<file path="src/rtl/bus_arbiter.sv">
`default_nettype none
// ============================================================================
// Module      : bus_arbiter
// Description : Shares one slave bus between the instruction-fetch master (m0)
//               and the data master (m1). A round-robin arbiter picks a
//               request, which is decoded against the system address map.
//               The request is then presented to the slaves with a one-hot
//               select. The slave response is routed back to the granted
//               master. Unmapped addresses get a one-cycle error response
//               and never reach a slave.
// Ports       : clock, reset (sync, active low)
//               m0_*/m1_* : valid/instr/addr/wdata/wstrb in,
//                           rdata/ready/error out
//               s_*       : valid/sel/instr/addr/wdata/wstrb out,
//                           rdata/ready in
// Revision    : 1.0 - initial release
// ============================================================================
module bus_arbiter #(
    parameter logic [31:0] ROM_BASE     = 32'h0000_0000,
    parameter logic [31:0] ROM_MASK     = 32'h0000_00FF,
    parameter logic [31:0] SPI_BASE     = 32'h0010_0000,
    parameter logic [31:0] SPI_MASK     = 32'h000F_FFFF,
    parameter logic [31:0] UART_TX_BASE = 32'h0100_0000,
    parameter logic [31:0] UART_TX_MASK = 32'h0000_0003,
    parameter logic [31:0] UART_RX_BASE = 32'h0100_0004,
    parameter logic [31:0] UART_RX_MASK = 32'h0000_0003,
    parameter logic [31:0] CLINT_BASE   = 32'h0200_0000,
    parameter logic [31:0] CLINT_MASK   = 32'h0000_FFFF,
    parameter logic [31:0] TIM_BASE     = 32'h1000_0000,
    parameter logic [31:0] TIM_MASK     = 32'h000F_FFFF,
    parameter logic [31:0] SRAM_BASE    = 32'h8000_0000,
    parameter logic [31:0] SRAM_MASK    = 32'h000F_FFFF
) (
    input  logic        clock,
    input  logic        reset,

    input  logic        m0_valid,
    input  logic        m0_instr,
    input  logic [31:0] m0_addr,
    input  logic [31:0] m0_wdata,
    input  logic [3:0]  m0_wstrb,
    output logic [31:0] m0_rdata,
    output logic        m0_ready,
    output logic        m0_error,

    input  logic        m1_valid,
    input  logic        m1_instr,
    input  logic [31:0] m1_addr,
    input  logic [31:0] m1_wdata,
    input  logic [3:0]  m1_wstrb,
    output logic [31:0] m1_rdata,
    output logic        m1_ready,
    output logic        m1_error,

    output logic        s_valid,
    output logic [6:0]  s_sel,
    output logic        s_instr,
    output logic [31:0] s_addr,
    output logic [31:0] s_wdata,
    output logic [3:0]  s_wstrb,
    input  logic [31:0] s_rdata,
    input  logic        s_ready
);

    localparam int c_NREG = 7;

    // Index i of these tables corresponds to s_sel bit i.
    localparam logic [c_NREG-1:0][31:0] c_BASE = {
        SRAM_BASE, TIM_BASE, CLINT_BASE, UART_RX_BASE,
        UART_TX_BASE, SPI_BASE, ROM_BASE
    };
    localparam logic [c_NREG-1:0][31:0] c_MASK = {
        SRAM_MASK, TIM_MASK, CLINT_MASK, UART_RX_MASK,
        UART_TX_MASK, SPI_MASK, ROM_MASK
    };

    typedef enum logic [1:0] {
        ST_IDLE  = 2'd0,
        ST_BUSY  = 2'd1,
        ST_ERROR = 2'd2
    } state_t;

    state_t      r_state_q,   w_state_d;
    logic        r_owner_q,   w_owner_d;    // 0 = m0, 1 = m1
    logic        r_last_q,    w_last_d;     // master granted most recently
    logic        r_s_valid_q, w_s_valid_d;
    logic [6:0]  r_s_sel_q,   w_s_sel_d;
    logic        r_s_instr_q, w_s_instr_d;
    logic [31:0] r_s_addr_q,  w_s_addr_d;
    logic [31:0] r_s_wdata_q, w_s_wdata_d;
    logic [3:0]  r_s_wstrb_q, w_s_wstrb_d;

    logic        w_grant_any;
    logic        w_grant_m1;
    logic        w_req_instr;
    logic [31:0] w_req_addr;
    logic [31:0] w_req_wdata;
    logic [3:0]  w_req_wstrb;
    logic [6:0]  w_hit_sel;
    logic        w_done;
    logic        w_err;
    logic [31:0] w_rdata;

    // Round-robin: on contention the master that did not win last time gets
    // the bus. last_grant resets to m0, so m1 wins the first contention.
    assign w_grant_any = m0_valid | m1_valid;
    assign w_grant_m1  = m1_valid & (~m0_valid | ~r_last_q);

    assign w_req_instr = w_grant_m1 ? m1_instr : m0_instr;
    assign w_req_addr  = w_grant_m1 ? m1_addr  : m0_addr;
    assign w_req_wdata = w_grant_m1 ? m1_wdata : m0_wdata;
    assign w_req_wstrb = w_grant_m1 ? m1_wstrb : m0_wstrb;

    // Scan from the highest index down so that the lowest matching region
    // overwrites any higher one and ends up as the single selected bit.
    always_comb begin
        w_hit_sel = '0;
        for (int i = c_NREG - 1; i >= 0; i--) begin
            if ((w_req_addr & ~c_MASK[i]) == c_BASE[i]) begin
                w_hit_sel    = '0;
                w_hit_sel[i] = 1'b1;
            end
        end
    end

    always_comb begin
        w_state_d   = r_state_q;
        w_owner_d   = r_owner_q;
        w_last_d    = r_last_q;
        w_s_valid_d = r_s_valid_q;
        w_s_sel_d   = r_s_sel_q;
        w_s_instr_d = r_s_instr_q;
        w_s_addr_d  = r_s_addr_q;
        w_s_wdata_d = r_s_wdata_q;
        w_s_wstrb_d = r_s_wstrb_q;
        case (r_state_q)
            ST_IDLE: begin
                if (w_grant_any) begin
                    w_owner_d   = w_grant_m1;
                    w_last_d    = w_grant_m1;
                    w_s_instr_d = w_req_instr;
                    w_s_addr_d  = w_req_addr;
                    w_s_wdata_d = w_req_wdata;
                    w_s_wstrb_d = w_req_wstrb;
                    if (|w_hit_sel) begin
                        w_state_d   = ST_BUSY;
                        w_s_valid_d = 1'b1;
                        w_s_sel_d   = w_hit_sel;
                    end else begin
                        w_state_d   = ST_ERROR;
                    end
                end
            end
            ST_BUSY: begin
                if (s_ready) begin
                    w_state_d   = ST_IDLE;
                    w_s_valid_d = 1'b0;
                    w_s_sel_d   = '0;
                end
            end
            ST_ERROR: begin
                w_state_d = ST_IDLE;
            end
            default: begin
                w_state_d   = ST_IDLE;
                w_s_valid_d = 1'b0;
                w_s_sel_d   = '0;
            end
        endcase
    end

    always_ff @(posedge clock) begin
        if (!reset) begin
            r_state_q   <= ST_IDLE;
            r_owner_q   <= 1'b0;
            r_last_q    <= 1'b0;
            r_s_valid_q <= 1'b0;
            r_s_sel_q   <= '0;
            r_s_instr_q <= 1'b0;
            r_s_addr_q  <= '0;
            r_s_wdata_q <= '0;
            r_s_wstrb_q <= '0;
        end else begin
            r_state_q   <= w_state_d;
            r_owner_q   <= w_owner_d;
            r_last_q    <= w_last_d;
            r_s_valid_q <= w_s_valid_d;
            r_s_sel_q   <= w_s_sel_d;
            r_s_instr_q <= w_s_instr_d;
            r_s_addr_q  <= w_s_addr_d;
            r_s_wdata_q <= w_s_wdata_d;
            r_s_wstrb_q <= w_s_wstrb_d;
        end
    end

    // Master responses are combinational so a zero-wait slave completes in
    // the same cycle it is selected. They are held off while reset is
    // asserted, because an access being abandoned must not complete.
    assign w_done  = reset & (((r_state_q == ST_BUSY) & s_ready) | (r_state_q == ST_ERROR));
    assign w_err   = reset & (r_state_q == ST_ERROR);
    assign w_rdata = (reset & (r_state_q == ST_BUSY) & s_ready) ? s_rdata : '0;

    assign m0_ready = w_done & ~r_owner_q;
    assign m0_error = w_err  & ~r_owner_q;
    assign m0_rdata = r_owner_q ? '0 : w_rdata;
    assign m1_ready = w_done &  r_owner_q;
    assign m1_error = w_err  &  r_owner_q;
    assign m1_rdata = r_owner_q ? w_rdata : '0;

    assign s_valid = r_s_valid_q;
    assign s_sel   = r_s_sel_q;
    assign s_instr = r_s_instr_q;
    assign s_addr  = r_s_addr_q;
    assign s_wdata = r_s_wdata_q;
    assign s_wstrb = r_s_wstrb_q;

endmodule
`default_nettype wire

</file>
<file path="config.mk">
export PLATFORM = sky130hd
export DESIGN_NAME = bus_arbiter
export DESIGN_NICKNAME = d
export VERILOG_FILES = /design/src/rtl/bus_arbiter.sv
export SDC_FILE = /design/constraint.sdc
export NUM_CORES = 1
export LEC_CHECK = 0
export ABC_AREA = 0
export CORE_AREA = 2 2 125 127
export CTS_CLUSTER_DIAMETER = 40
export DETAILED_ROUTE_END_ITERATION = 16
export DIE_AREA = 0 0 127 129
export PLACE_DENSITY = 0.75
export SLEW_MARGIN = 10
export SYNTH_ARGS = -nofsm -noshare
export SYNTH_HDL_FRONTEND = slang
export SYNTH_SLANG_ARGS = --single-unit
</file>
<file path="constraint.sdc">
create_clock -name clock -period 2 [get_ports clock]
set_input_delay 0.3 -clock clock [delete_from_list [all_inputs] [get_ports clock]]
set_output_delay 0.3 -clock clock [all_outputs]
set_load 0.05 [all_outputs]
</file>
==> results of run 1 <==
layout make-up:
cell class / count / area (µm²) / share of cell area
clock inverter: 6 / 60.1 / 0.00642
tap: 188 / 235 / 0.0251
sequential: 80 / 1610 / 0.172
multi-input combinational: 451 / 2800 / 0.299
inverter: 4 / 15.0 / 0.00160
timing repair buffer: 382 / 4420 / 0.472
clock buffer: 10 / 229 / 0.0245
placed cells by master (no fill, tap or decap), types with 3 or more instances in the layout:
master / Yosys / routed
clkdlybuf4s50_1: 0 / 221
nand2_1: 152 / 152
dfxtp_1: 80 / 77
buf_12: 0 / 74
nand3_1: 72 / 69
o211a_1: 69 / 69
and2_1: 64 / 59
buf_4: 1 / 53
nor2_1: 21 / 21
dlygate4sd2_1: 0 / 18
clkbuf_16: 0 / 9
buf_6: 0 / 7
nor3_1: 9 / 6
and2_4: 0 / 5
nand2b_1: 4 / 4
inv_1: 4 / 4
nand4_1: 4 / 4
mux2i_1: 5 / 4
clkdlybuf4s15_1: 0 / 4
nand3_2: 0 / 3
nor2b_1: 3 / 3
or4_4: 2 / 3
o22ai_1: 5 / 3
nor4_2: 0 / 3
o32ai_1: 3 / 3
clkinv_2: 0 / 3
dlymetal6s2s_1: 0 / 3
state kept, by name, indices dropped and copies added (netlist names):
signal / flops
r_last_q: 1
s_addr: 32
s_instr: 1
s_wdata: 32
s_sel: 7
s_wstrb: 4
r_state_q: 2
s_valid: 1
Yosys cell counts (all sizes together), types with 5 or more instances:
library cell,instances,area [µm²]
nor3,9,45.0
mux2i,5,50.1
nand2,152,571
nor4,6,37.5
nor2,21,78.8
o211a,69,691
dfxtp,80,1600
nand3,72,360
o22ai,5,31.3
and2,65,408
clkbuf,42,168
worst register-to-register path, stage by stage, from the launching register on:
cell and delay [ns]:
dfxtp_4 0.36, a21bo_4 0.24, buf_6 0.12, mux2i_2 0.14
a221o_1 0.30, o221ai_2 0.20, o21ai_2 0.12, buf_4 0.15
o31a_4 0.32, o22ai_2 0.18
power breakdown:
group          switching, mW  leakage [nW]  internal, mW  total [mW]
Clock                  0.663         0.138         0.961        1.62
Combinational           1.01          3.59         0.804        1.81
Sequential            0.0784         0.664          1.74        1.82
Total                   1.75          4.39          3.50        5.25
per-layer routing:
layer / global-route usage / vias to the layer above
li1: - / 2721
met1: 0.261 / 2524
met2: 0.375 / 202
met3: 0.0486 / 19
met4: 0.0511 / 0
met5: 0 / -
worst paths after layout:
kind	endpoint	slack [ns]
setup / recovery	s_sel[3]$_SDFFE_PN0P_	-0.23
hold / removal	s_addr[11]$_SDFFE_PN0P_	0.37
setup reg to reg	s_sel[4]$_SDFFE_PN0P_	-0.21
hold reg to reg	s_valid$_SDFFE_PN0P_	0.47
per-stage QoR:
| stage | utilization | setup WS (ns) | setup TNS [ns] | power, mW |
|---|---|---|---|---|
| 2_1_floorplan | - | -0.131 | -0.418 | 2.79 |
| 3_3_place_gp | 0.592 | -0.694 | -6.35 | 3.64 |
| 3_5_place_dp | 0.592 | -0.768 | -7.26 | 3.65 |
| 4_1_cts | 0.619 | -0.214 | -1.53 | 5.30 |
| 5_1_grt | 0.625 | -0.336 | -6.75 | 5.51 |
| 6_report | 0.625 | -0.229 | -3.00 | 5.25 |
cell families after synthesis:
group | Yosys count
flip-flops | 80
buffers and inverters | 51
AND/OR/NAND/NOR | 346
AO/OA/AOI/OAI | 98
XOR/XNOR | 2
multiplexers | 5
timing repair:
action                                 CTS  global route
pin swaps                               20             8
endpoints found under the hold margin    0             0
resized for setup                       50            19
setup buffers                            5             3
setup endpoints to repair               27            73
gates cloned                             2             1
==> reports/metrics.cfg, run 1 <==
[yosys]
synth-xor-area-share=0.00393
ys_seq_elements=80
ys_seq_area_frac=0.359
synth_compound_area_frac=0.207
avgSynthCellArea_um2=7.66
synth-simple-area-share=0.371
synth_top_family_by_area=simple AND/OR/NAND/NOR gates
syn_inst=582
synth_area_um2=4460
synth_flop_cell=dfxtp_1
yosys_warnings=0
yosysUniqueCellTypes=45
syn_nets=757
synth_edf_count=0
muxShareOfSynthArea=0.0112
synth-async-reset-ratio=0
synthAdderAreaFrac=0

[sta]
hold_violations=0
timing.final.ws_setup_ns=-0.229
rsz0062_at_grt=yes
worst_pin_slew_ns=0.551
report.final.slew_viol_count=0
skew_ns=0.00670
max_slew_margin=0.632
hold_slack_ns=0.371
fmax_mhz=449
finalSetupViolCount=37
period_needed_ns=2.23
fin_crit_sh=1.11

[worst_setup_path]
cp.depth=7
critPathBufInv=1
critPathRequiredTime_ns=2.26
crit_path_end_kind=flop
crit_family=simple AND/OR/NAND/NOR gates
crit_arrival_ns=2.48
worstSetupPathType=input port to flop
crit-reg2reg-launch=r_last_q$_SDFFE_PN0P_
ff2ff_path_depth=9
path_cells=clkdlybuf4s50_1 -> or4_4 -> o41ai_4 -> o221ai_2 -> o21ai_2 -> or3b_4 -> o22ai_2
crit_fanout=3
cp-start-kind=input port
cpMaxStageDelayCell=or4_4
worst_path_largest_cell_delay_ns=0.56
crit_path_start=m1_addr[27]

[worst_hold_path]
hold_start=m1_addr[11]
hp-class=input port to flop
holdPathStages=4

[pwr]
vdd_drop_max_mv=0.353
powerDensity_nw_per_um2=561
p_leak_nw=4.39

[placement]
dpl_cell_area_um2=8860
place_congestion=0.869
io_buffer_count=319
dpl.hpwl_mm=13.9
dp_cells=1095

[status]
violations=negative setup slack
status=finished with violations

[floorplanning]
placementRows=45
start_util=0.297
design.die.area_um2=16400
die_height_um=129
coreArea_um2=15000
pin_count=320
die_w_um=127

[clock_network]
clkTransAtPathRegs_ns=0.06
clk_latency_ns=0.33
ctsRootBufferMaster=clkbuf_16
numCtsBuffers=9
htreeDepth=3
hold_buffers=0
cts_buffer_depth=2
tritoncts=done
clock-sinks=80

[grt]
antenna_found_initial=0
grt_max_degree=85
grt_pass1_vias=5210
grt-ovfl-total=0
grt_first_pass_wirelength_mm=27.6
grt_usage=0.212

[routing]
drc_errors=0
routed_wl_mm=18.1
post_drt_via_cell_ratio=4.88
wl_met3_mm=1.21
ant_nets=0
met1_length_mm=7.34
firstDrtPassIters=7
top_layer_used=met4
vias=5466
wl_per_cell_um=16.2
wl_met2_mm=9.35
drt_iter0_drc=243

[cells_and_area]
fin_cells=1121
antenna_cells=0
drive_gt1_frac=0.202
design_area_um2=9360
num-nets-final=1103
synthToLayoutAreaGrowth_pct=110
n_fill_cell=1274

[job]
drv_cap=0

Note: power is estimated with default switching activity, not from simulation.
==> run 2, diff against run 1 <==
Settings changed: CELL_PAD_IN_SITES_DETAIL_PLACEMENT from default to 2, CELL_PAD_IN_SITES_GLOBAL_PLACEMENT from default to 2, CORE_AREA 2 2 125 127 to default, CORE_MARGIN from default to 2, CORE_UTILIZATION from default to 16, DIE_AREA 0 0 127 129 to default, PLACE_DENSITY 0.75 to 0.81.
==> run 2 against run 1 <==
  * The run still ends with negative setup slack left
  * Critical path depth increased by 2
  * Total power increased by 5.8%
  * Global-route usage decreased by 4.4 points
  * Wire length increased by 43%
  * Clock skew increased by 0.0016 ns
  * Non-clock buffer count increased by 14
  * Clock power increased by 13%
  * Sequential share of layout area decreased by 0.94 points
  * Critical endpoint unchanged
  * Largest power group is now combinational logic
==> reports/metrics.cfg, run 2 (synthesis gave the netlist of run 1 again) <==
[status]
status=finished with violations
violations=negative setup slack

[worst_setup_path]
ff2ff_path_depth=9
crit_family=simple AND/OR/NAND/NOR gates
worstSetupPathType=flop to flop
critPathBufInv=2
cp-start-kind=flop
cpMaxStageDelayCell=or4_4
crit_arrival_ns=2.51
crit_fanout=5
crit-reg2reg-launch=r_last_q$_SDFFE_PN0P_
path_cells=a21boi_4 -> buf_4 -> buf_4 -> or4_4 -> o41ai_4 -> o221ai_2 -> o21ai_2 -> or3b_4 -> o22ai_2
rrSetupSlack_ns=-0.24
worst_path_largest_cell_delay_ns=0.49
critPathRequiredTime_ns=2.27
critPathMostFrequentCell=buf_4
crit_path_end_kind=flop
crit_path_start=r_last_q$_SDFFE_PN0P_
regToRegEndpoint=s_sel[3]$_SDFFE_PN0P_

[routing]
vias=5772
post_drt_via_cell_ratio=4.35
wl_per_cell_um=19.5
drc_errors=0
routed_wl_mm=25.9
drt_iter0_drc=147
ant_nets=0
firstDrtPassIters=4

[pwr]
p_leak_nw=4.56
powerDensity_nw_per_um2=560
vdd_drop_max_mv=0.322

[floorplanning]
placementRows=61
coreArea_um2=27600
die_height_um=171
pin_count=320
design.die.area_um2=29200
start_util=0.161
die_w_um=171

[clock_network]
ctsRootBufferMaster=clkbuf_16
numCtsBuffers=9
htreeDepth=3
cts_buffer_depth=2
hold_buffers=0
clkTransAtPathRegs_ns=0.06
clk_latency_ns=0.35
tritoncts=done
clock-sinks=80

[sta]
skew_ns=0.00830
fin_crit_sh=1.12
fin_setup_tns_ns=-2.37
report.final.slew_viol_count=0
max_slew_margin=0.623
hold_violations=0
timing.final.ws_setup_ns=-0.240
worst_pin_slew_ns=0.564
period_needed_ns=2.24
finalSetupViolCount=42
rsz0062_at_grt=yes
fmax_mhz=447

[worst_hold_path]
hp-class=input port to flop
hold_end=s_addr[27]$_SDFFE_PN0P_
holdPathStages=4
hold_start=m0_addr[27]

[grt]
antenna_found_initial=3
grt_pass1_vias=6247
grt-ovfl-total=0
grt_first_pass_wirelength_mm=37.2
grt_max_degree=85
grt_usage=0.168

[placement]
dpl.hpwl_mm=19.5
place_congestion=0.766
io_buffer_count=319

[cells_and_area]
num-nets-final=1117
final_common_cell=clkdlybuf4s50_1
synthToLayoutAreaGrowth_pct=123
drive_gt1_frac=0.280
final_cell_mix=clkdlybuf4s50_1 (217), nand2_1 (152), dfxtp_1 (77)
post-route-util=0.359

[job]
drv_cap=0

[run 2: cell types whose count changed in the layout (fill, tap and decap cells not counted), moves of 3 or more]
cell / previous run / this run
clkdlybuf4s50_1: 221 / 217
dlygate4sd2_1: 18 / 14
diode_2: 0 / 3
and2_4: 5 / 53
and2_1: 59 / 10
buf_4: 53 / 73
[run 2: timing repair]
action                                  in CTS  in global routing
pin swaps                                   18                 11
buffers inserted                             9                  4
hold endpoints to repair                     0                  0
gates cloned                                 2                  0
gates resized for setup                     92                 31
endpoints found under the setup margin      74                 62
[run 2: final cells by class]
cell class                 count  area [µm²]
antenna                        3        7.51
clock buffer                  10         239
clock inverter                 6        82.6
fill                        3001       17700
inverter                       4        15.0
multi-input combinational    451        2950
sequential                    80        1610
tap                          378         473
timing repair buffer         396        4540
[run 2: power by group]
part | switching [mW] | total, mW | internal, mW
sequential | 0.0844 | 1.82 | 1.74
combinational | 1.08 | 1.91 | 0.829
clock | 0.704 | 1.83 | 1.12
total | 1.87 | 5.56 | 3.69
[run 2: metal layers]
metal	vias to the layer above	routed length, µm	track usage
met5	-	0	0
met4	0	396	0.0475
met3	23	2440	0.0627
met2	221	13500	0.314
met1	2784	9510	0.175
li1	2744	-	-
[run 2: per-stage QoR]
step	area (µm²)	std cells	hold WS, ns	total power [mW]	worst slack [ns]
detailed placement	9190	1295	0.474	3.76	-0.814
finish	9920	1328	0.341	5.56	-0.240
floorplan	4470	582	0.430	2.79	-0.131
CTS	9800	1321	0.324	5.64	-0.182
global route	9920	1328	0.360	5.82	-0.374
global placement	9190	1295	0.451	3.71	-0.757
[run 2: worst max path at each step]
stage / endpoint / slack (ns) / cells after the start
finish: s_sel[3]$_SDFFE_PN0P_ / -0.24 / 9
detailed placement: s_sel[3]$_SDFFE_PN0P_ / -0.81 / 9
floorplan: s_sel[3]$_SDFFE_PN0P_ / -0.13 / 7
CTS: s_sel[3]$_SDFFE_PN0P_ / -0.18 / 8
global route: s_sel[2]$_SDFFE_PN0P_ / -0.37 / 9
global placement: s_sel[3]$_SDFFE_PN0P_ / -0.76 / 9
[run 2: worst register-to-register path, delay by kind of cell, from the launching register on]
kind,cells,cell delay [ns]
buffers and inverters,2,0.29
flip-flops,1,0.38
AO/OA/AOI/OAI,5,0.59
AND/OR/NAND/NOR,2,0.92
==> run 3, diff against run 2 <==
Settings changed: CORE_ASPECT_RATIO from default to 0.8, CTS_BUF_LIST from default to sky130_fd_sc_hd__clkbuf_8.
==> run 3 against run 2 <==
  * The run still ends with negative setup slack left
  * Register-to-register slack gained 0.07 ns
  * Via count grew 1.2%
  * Sequential power is essentially flat
  * Non-clock buffer count grew 3
  * Critical path depth shrank 1
  * Total power shrank 7.7%
==> reports/metrics.cfg, run 3 (synthesis gave the netlist of run 1 again) <==
[status]
status=finished with violations
violations=negative setup slack

[clock_network]
ctsRootBufferMaster=clkbuf_8
clock-sinks=80
cts_buffer_depth=2
tritoncts=done
numCtsBuffers=9
clkTransAtPathRegs_ns=0.09
hold_buffers=0
clk_latency_ns=0.38
htreeDepth=3

[routing]
routed_wl_mm=25.4
ant_nets=0
drc_errors=0
post_drt_via_cell_ratio=4.43
wl_per_cell_um=19.3
vias=5844
firstDrtPassIters=4
drt_iter0_drc=171

[grt]
antenna_found_initial=6
grt_max_degree=85
grt_pass1_vias=6509
grt_usage=0.169
grt_first_pass_wirelength_mm=38.1
grt-ovfl-total=0

[floorplanning]
design.die.area_um2=29200
die_w_um=191
pin_count=320
start_util=0.163
coreArea_um2=27300
die_height_um=153
placementRows=54

[cells_and_area]
drive_gt1_frac=0.279
num-nets-final=1120
design_area_um2=9790
synthToLayoutAreaGrowth_pct=120
final_cell_mix=clkdlybuf4s50_1 (215), nand2_1 (152), buf_4 (82)
fin_cells=1318
final_common_cell=clkdlybuf4s50_1

[worst_setup_path]
crit_path_end_kind=flop
path_cells=clkdlybuf4s15_1 -> or4_4 -> or4_4 -> o41ai_4 -> o221ai_2 -> o21ai_4 -> or3b_4 -> o22ai_1
cpMaxStageDelayCell=or4_4
worstSetupPathType=input port to flop
regToRegEndpoint=s_sel[4]$_SDFFE_PN0P_
critPathRequiredTime_ns=2.30
crit_family=simple AND/OR/NAND/NOR gates
rrSetupSlack_ns=-0.17
crit_fanout=4
worst_path_largest_cell_delay_ns=0.57
crit-reg2reg-launch=r_last_q$_SDFFE_PN0P_
crit_arrival_ns=2.51
critPathBufInv=1
ff2ff_path_depth=7
cp-start-kind=input port
critPathMostFrequentCell=or4_4

[sta]
timing.final.ws_setup_ns=-0.209
rsz0062_at_grt=yes
report.final.slew_viol_count=0
skew_ns=0.0131
finalSetupViolCount=43
hold_violations=0
fin_setup_tns_ns=-2.01
period_needed_ns=2.21
max_slew_margin=0.627
fmax_mhz=453
fin_crit_sh=1.10
worst_pin_slew_ns=0.557

[pwr]
power_mw=5.13
vdd_drop_max_mv=0.331
powerDensity_nw_per_um2=524
p_leak_nw=4.52

[placement]
io_buffer_count=319
dp_cells=1285
place_congestion=0.833
dpl.hpwl_mm=19.7
dpl_cell_area_um2=9200

[worst_hold_path]
hp-class=input port to flop
hold_end=s_addr[30]$_SDFFE_PN0P_
hold_start=m0_addr[30]
holdPathStages=4

[job]
drv_cap=0

run 3: cell count changes in the layout (fill, tap and decap cells not counted), moves of 3 or more:
cell,before,now
buf_4,73,82
buf_6,6,2
clkbuf_16,9,1
clkbuf_8,1,10
clkdlybuf4s15_1,4,1
dlygate4sd2_1,14,17
run 3: metrics by stage:
stage	worst slack (ns)	utilization	hold slack [ns]
after detailed placement	-0.851	0.337	0.453
after CTS	-0.197	0.354	0.269
after floorplan	-0.131	-	0.430
final	-0.209	0.359	0.296
after global placement	-0.762	0.337	0.452
after global routing	-0.273	0.359	0.296
run 3: what timing repair did:
action                     in CTS  in global routing
gates cloned                    1                  1
resized for setup              98                 11
setup endpoints to repair      75                 75
setup buffers                   4                  7
pin swaps                      13                  6
run 3: tightest hold or removal path: cells and delay by family:
family                 cells  cell delay (ns)
AOI/OAI and AO/OA          1             0.14
buffers and inverters      1             0.09
and+or+nand+nor            2             0.12
run 3: worst max path at each step:
stage,startpoint,to,slack [ns],cells after the start
after floorplan,m0_addr[26],s_sel[3]$_SDFFE_PN0P_,-0.13,7
after global routing,r_last_q$_SDFFE_PN0P_,s_sel[4]$_SDFFE_PN0P_,-0.27,7
after global placement,m1_addr[8],s_sel[4]$_SDFFE_PN0P_,-0.76,9
after detailed placement,m1_addr[8],s_sel[2]$_SDFFE_PN0P_,-0.85,9
final,m0_addr[27],s_sel[4]$_SDFFE_PN0P_,-0.21,8
after CTS,r_last_q$_SDFFE_PN0P_,s_sel[4]$_SDFFE_PN0P_,-0.20,7
run 3: cell type report:
cell class	count	area, µm²
Antenna cell	4	10.0
Clock buffer	10	138
Clock inverter	6	83.8
Fill cell	3034	17500
Inverter	4	15.0
Multi-Input combinational cell	451	2920
Sequential cell	80	1610
Tap cell	364	455
Timing Repair Buffer	399	4560
run 3: metal layers:
| layer | routed length [µm] | part of all wire | GRT usage |
|---|---|---|---|
| met1 | 9470 | 0.37 | 0.171 |
| met2 | 13000 | 0.51 | 0.316 |
| met3 | 2290 | 0.090 | 0.0654 |
| met4 | 593 | 0.023 | 0.0524 |
| met5 | 22 | 0.00087 | 0 |
run 3: power breakdown:
part	switching, mW	total (mW)	internal [mW]
clock	0.665	1.40	0.731
sequential	0.0828	1.82	1.74
combinational	1.08	1.91	0.833
